## config.mk

```make
export PLATFORM = sky130hd
export DESIGN_NAME = stopwatch_lap
export DESIGN_NICKNAME = d
export VERILOG_FILES = /design/src/rtl/stopwatch_lap.sv
export SDC_FILE = /design/constraint.sdc
export NUM_CORES = 1
export LEC_CHECK = 0
export ABC_AREA = 1
export BUFFER_PORTS_ARGS = -buffer_cell sky130_fd_sc_hd__buf_2
export CAP_MARGIN = 15
export CORE_ASPECT_RATIO = 1.25
export CORE_MARGIN = 1
export CORE_UTILIZATION = 64
export DETAILED_ROUTE_END_ITERATION = 10
export GPL_TIMING_DRIVEN = 0
export HOLD_SLACK_MARGIN = 0.1
export PLACE_DENSITY = 0.81
export SYNTH_ARGS = -nofsm -noshare
export SYNTH_HDL_FRONTEND = slang
export SYNTH_SLANG_ARGS = --single-unit
```

## constraint.sdc

```tcl
create_clock -name clock -period 4.5 [get_ports clock]
set_input_delay 0 -clock clock [delete_from_list [all_inputs] [get_ports clock]]
set_output_delay 0 -clock clock [all_outputs]
set_load 0.01 [all_outputs]
```

## src/rtl/stopwatch_lap.sv

```systemverilog
// Multi-digit BCD stopwatch with lap freeze, clear, overflow pulse and a
// multiplexed common-anode 7-segment driver. All outputs are registered.
module stopwatch_lap #(
   parameter int NUM_DIGITS = 4,
   parameter int TICK_DIV   = 500000,
   parameter int SCAN_DIV   = 50000
) (
   input  logic                    clock,
   input  logic                    reset,
   input  logic                    start,
   input  logic                    lap,
   input  logic                    clear,
   output logic                    a,
   output logic                    b,
   output logic                    c,
   output logic                    d,
   output logic                    e,
   output logic                    f,
   output logic                    g,
   output logic                    dp,
   output logic [NUM_DIGITS-1:0]   an,
   output logic                    running,
   output logic                    lap_active,
   output logic                    overflow,
   output logic [4*NUM_DIGITS-1:0] time_bcd
);

   localparam int CW = 4 * NUM_DIGITS;
   localparam int PW = (TICK_DIV > 1) ? $clog2(TICK_DIV) : 1;
   localparam int SW = (SCAN_DIV > 1) ? $clog2(SCAN_DIV) : 1;
   localparam int IW = $clog2(NUM_DIGITS);

   localparam logic [PW-1:0] PRESC_LAST = PW'(TICK_DIV - 1);
   localparam logic [SW-1:0] SCAN_LAST  = SW'(SCAN_DIV - 1);
   localparam logic [IW-1:0] IDX_LAST   = IW'(NUM_DIGITS - 1);
   localparam logic [6:0]    SEG_ZERO   = 7'b0000001;

   logic [CW-1:0]         count_q, count_d;
   logic [CW-1:0]         lap_q, lap_d;
   logic [PW-1:0]         presc_q, presc_d;
   logic                  running_q, running_d;
   logic                  lap_active_q, lap_active_d;
   logic                  overflow_q, overflow_d;
   logic [SW-1:0]         scan_q, scan_d;
   logic [IW-1:0]         idx_q, idx_d;
   logic [NUM_DIGITS-1:0] an_q, an_d;
   logic [6:0]            seg_q, seg_d;
   logic                  dp_q, dp_d;

   logic [CW-1:0] count_inc;
   logic          all_max;
   logic          tick;
   logic [CW-1:0] disp_src;
   logic [3:0]    disp_digit;

   // Largest value each digit position can hold (tens of seconds/minutes wrap at 5)
   function automatic logic [3:0] digit_max(input int pos);
      logic [3:0] m;
      case (pos)
         3, 5:    m = 4'd5;
         default: m = 4'd9;
      endcase
      return m;
   endfunction

   // Active-low segment pattern, a in bit 6 down to g in bit 0
   function automatic logic [6:0] seg_decode(input logic [3:0] val);
      logic [6:0] s;
      case (val)
         4'd0:    s = 7'b0000001;
         4'd1:    s = 7'b1001111;
         4'd2:    s = 7'b0010010;
         4'd3:    s = 7'b0000110;
         4'd4:    s = 7'b1001100;
         4'd5:    s = 7'b0100100;
         4'd6:    s = 7'b0100000;
         4'd7:    s = 7'b0001111;
         4'd8:    s = 7'b0000000;
         4'd9:    s = 7'b0000100;
         default: s = 7'b1111111;
      endcase
      return s;
   endfunction

   // Ripple-carry increment across all digits within a single tick
   always_comb begin
      logic       carry;
      logic [3:0] dig;
      count_inc = count_q;
      all_max   = 1'b1;
      carry     = 1'b1;
      dig       = 4'd0;
      for (int i = 0; i < NUM_DIGITS; i++) begin
         dig = count_q[4*i +: 4];
         if (dig != digit_max(i)) all_max = 1'b0;
         if (carry) begin
            if (dig == digit_max(i)) begin
               count_inc[4*i +: 4] = 4'd0;
            end else begin
               count_inc[4*i +: 4] = dig + 4'd1;
               carry               = 1'b0;
            end
         end
      end
   end

   // Prescaler, count, run/lap control; clear overrides a coincident tick
   always_comb begin
      tick         = running_q && (presc_q == PRESC_LAST);
      presc_d      = presc_q;
      count_d      = count_q;
      overflow_d   = 1'b0;
      lap_d        = lap_q;
      lap_active_d = lap_active_q;
      running_d    = running_q ^ start;

      if (running_q) presc_d = tick ? '0 : presc_q + 1'b1;

      if (tick) begin
         count_d    = count_inc;
         overflow_d = all_max;
      end

      if (lap) begin
         if (lap_active_q) begin
            lap_active_d = 1'b0;
         end else if (running_q) begin
            lap_d        = count_q;
            lap_active_d = 1'b1;
         end
      end

      if (clear) begin
         count_d      = '0;
         presc_d      = '0;
         overflow_d   = 1'b0;
         lap_active_d = 1'b0;
      end
   end

   // Free-running digit scan; display outputs lag the index by one register
   always_comb begin
      if (scan_q == SCAN_LAST) begin
         scan_d = '0;
         idx_d  = (idx_q == IDX_LAST) ? '0 : idx_q + 1'b1;
      end else begin
         scan_d = scan_q + 1'b1;
         idx_d  = idx_q;
      end
      disp_src   = lap_active_q ? lap_q : count_q;
      disp_digit = disp_src[{idx_q, 2'b00} +: 4];
      an_d       = ~(NUM_DIGITS'(1) << idx_q);
      seg_d      = seg_decode(disp_digit);
      dp_d       = !((32'(idx_q) == 32'd2) || (32'(idx_q) == 32'd4));
   end

   // State and output registers with synchronous reset
   always_ff @(posedge clock) begin
      if (reset) begin
         count_q      <= '0;
         lap_q        <= '0;
         presc_q      <= '0;
         running_q    <= 1'b0;
         lap_active_q <= 1'b0;
         overflow_q   <= 1'b0;
         scan_q       <= '0;
         idx_q        <= '0;
         an_q         <= ~NUM_DIGITS'(1);
         seg_q        <= SEG_ZERO;
         dp_q         <= 1'b1;
      end else begin
         count_q      <= count_d;
         lap_q        <= lap_d;
         presc_q      <= presc_d;
         running_q    <= running_d;
         lap_active_q <= lap_active_d;
         overflow_q   <= overflow_d;
         scan_q       <= scan_d;
         idx_q        <= idx_d;
         an_q         <= an_d;
         seg_q        <= seg_d;
         dp_q         <= dp_d;
      end
   end

   assign {a, b, c, d, e, f, g} = seg_q;
   assign dp         = dp_q;
   assign an         = an_q;
   assign running    = running_q;
   assign lap_active = lap_active_q;
   assign overflow   = overflow_q;
   assign time_bcd   = count_q;

endmodule

```

==> impl_metrics.json <==
{
  "yosysSeqAreaShare_pct": 38.0,
  "via_per_inst": 5.32,
  "start_kind": "register",
  "status": "finished, final reports clean",
  "io_buffers": 35,
  "hp-class": "in2reg",
  "setup_viol": 0,
  "post-dp-hpwl_um": 7380,
  "cts-root-buf": "clkbuf_8",
  "netlist.area_leader.share_pct": 38.0,
  "cts_tree": "done",
  "synth_top_cell_by_area": "dfxtp_1",
  "mostFrequentLayoutCells": "nand2_1 (149), inv_1 (87), dfxtp_1 (83)",
  "drt-initial-drc-count": 210,
  "clock_latency_ps": 350,
  "synthSimpleGateAreaFrac_pct": 36.7,
  "cpLargestDelayFamily": "simple AND/OR/NAND/NOR gates",
  "crit_path_top_delay_cell": "dfxtp_1",
  "routabilityCongestion": 0.959,
  "slew_viol_final": 0,
  "arrival_ps": 2260,
  "ys_seq_elements": 83,
  "critPathRequiredTime_ps": 4790,
  "synth_top_family_by_area": "simple AND/OR/NAND/NOR gates",
  "rsz0062_at_grt": "false",
  "via_count": 4130,
  "instances_no_fill": 776,
  "max_stage_delay_ps": 340,
  "synth_mux_area_share_pct": 0,
  "ys_warn_count": 0,
  "maxCapViolCount": 0,
  "tns_ps": 0,
  "synth_nets": 650,
  "final_area_um2": 4910,
  "postCtsHoldBufs": 5,
  "leakage_nw": 2.09,
  "fin_skew_ps": 12.2,
  "path_class": "reg2reg",
  "relSlewSlack_pct": 62.2,
  "max-clock-path-buffers": 2,
  "synth_fa_ha_area_share_pct": 3.44,
  "syn2layout_area_growth_pct": 12.3,
  "post_dp_cell_area_um2": 4650,
  "antenna_cells": 0,
  "globalRouteOverflowTotal": 0,
  "hold_viol_final": 0,
  "grt_pass1_vias": 3829,
  "die_area_um2": 7160,
  "tightest_slew_ps": 567,
  "synth-compound-area-share_pct": 8.99,
  "avgRoutedWirePerCell_um": 12.7,
  "die_w_um": 75.9,
  "cts.htree.levels": 3,
  "row_count": 33,
  "finalCritPeriodShare_pct": 43.7,
  "start_util_pct": 66.6,
  "cp-end-kind": "register",
  "critical_path_cell_count": 11,
  "dr.pass1.iters": 5,
  "power.density_nw_per_um2": 284,
  "synth-xor-area-share_pct": 2.41,
  "hold_depth": 4,
  "fp.dieH_um": 94.4,
  "grt_max_degree": 15,
  "clock_sinks": 83,
  "final_common_cell": "nand2_1",
  "irDropWorstVdd_v": 0.000227,
  "synth_area_per_cell_um2": 6.90,
  "synthDistinctLibCells": 36,
  "dpl.cell_count": 755,
  "drc": 0,
  "max_freq_mhz": 508,
  "critPathBufInv": 3,
  "ioPinCount": 36,
  "netlist_instances": 633,
  "path_cells": "buf_2, inv_2, nand3_1, nand2_1, nand2_1, nand2_1, inv_1, ha_1, nand3_1, nand3_1, a21oi_2",
  "drive_above_1_share_pct": 15.5,
  "fin_nets": 701,
  "cts_buffers": 9,
  "antenna_found_initial": 0,
  "min_period_ps": 1970,
  "rr_worst_depth": 11,
  "cp_max_fo": 11,
  "cts.clk_slew.worst_paths_ps": 90,
  "cts_setup_buffers": 0,
  "synth_area_leaders": "dfxtp_1 (38%), nand2_1 (13%), inv_1 (7.5%)",
  "ant_nets": 0,
  "core_region_area_um2": 6570,
  "totalPowerFinal_w": 0.00139,
  "wl_um": 9820,
  "syn_area_um2": 4370,
  "cts_resized": 0,
  "timing.hold.ws_ps": 418,
  "grt_pass1_wl_um": 16600,
  "grt.total_usage_pct": 28.6
}
==> through the flow <==
stage / utilization (%) / setup slack, ps
after floorplan: - / 2790
after global placement: 70.9 / 2620
after detailed placement: 70.9 / 2570
after CTS: 74.7 / 2550
after global routing: 74.7 / 2380
final: 74.7 / 2530
==> worst min-delay path: stages <==
cell	delay [ps]
dlygate4sd3_1	520
buf_2	100
xnor2_1	50
nor2_1	70
==> area by class of cell <==
type                       count  area, µm²
sequential                    83       1660
inverter                      94        353
timing repair buffer          40        225
clock buffer                  10        138
fill                         542       1660
multi-input combinational    440       2250
buffer                        16        101
tap                           87        109
clock inverter                 6       65.1
==> sequential cells by signal, indices dropped and copies added, names as in the netlist <==
| name | count |
|---|---|
| an | 4 |
| idx_q | 2 |
| lap_active | 1 |
| lap_q | 16 |
| overflow | 1 |
| presc_q | 19 |
| running | 1 |
| scan_q | 16 |
| seg_q | 7 |
| time_bcd | 16 |
==> synthesized netlist by cell type (all sizes together) <==
master and n:
a21oi 40, a22oi 1, a31oi 2, buf 13
clkbuf 3, clkinv 1, dfxtp 83, ha 12
inv 93, nand2 157, nand3 62, nand3b 3
nand4 11, nor2 89, nor3 15, nor3b 5
nor4 2, o211ai 4, o21ai 24, or2 1
xnor2 2, xor2 10
==> report_power, final <==
part | switching [W] | internal (W) | leakage, nW | total (W)
clock | 0.000279 | 0.000272 | 0.102 | 0.000550
combinational | 0.0000571 | 0.0000314 | 1.32 | 0.0000885
sequential | 0.00000618 | 0.000750 | 0.672 | 0.000756
total | 0.000342 | 0.00105 | 2.09 | 0.00139
==> final timing paths <==
path / startpoint / end / slack [ps]
worst max register to register: idx_q[0]$_SDFFE_PP0P_ / seg_q[3]$_SDFF_PP0_ / 2530
worst min register to register: lap_q[8]$_SDFFE_PP0P_ / lap_q[8]$_SDFFE_PP0P_ / 450
worst max-delay path: idx_q[0]$_SDFFE_PP0P_ / seg_q[3]$_SDFF_PP0_ / 2530
worst min-delay path: start / running$_SDFF_PP0_ / 420
==> kinds of logic after synthesis <==
family,after synthesis
fa+ha+maj,12
compound gates,71
simple gates,345
xor+xnor,12
buf+inv,110
flops,83
==> metal layers <==
metal / global-route usage [%] / wire (µm) / up-vias
met4: 10.4 / 144 / 0
met1: 32.2 / 4190 / 1907
li1: - / - / 2108
met3: 4.25 / 338 / 17
met2: 54.8 / 5160 / 98
met5: 0 / 0 / -
(Power assumes the default switching activity.)
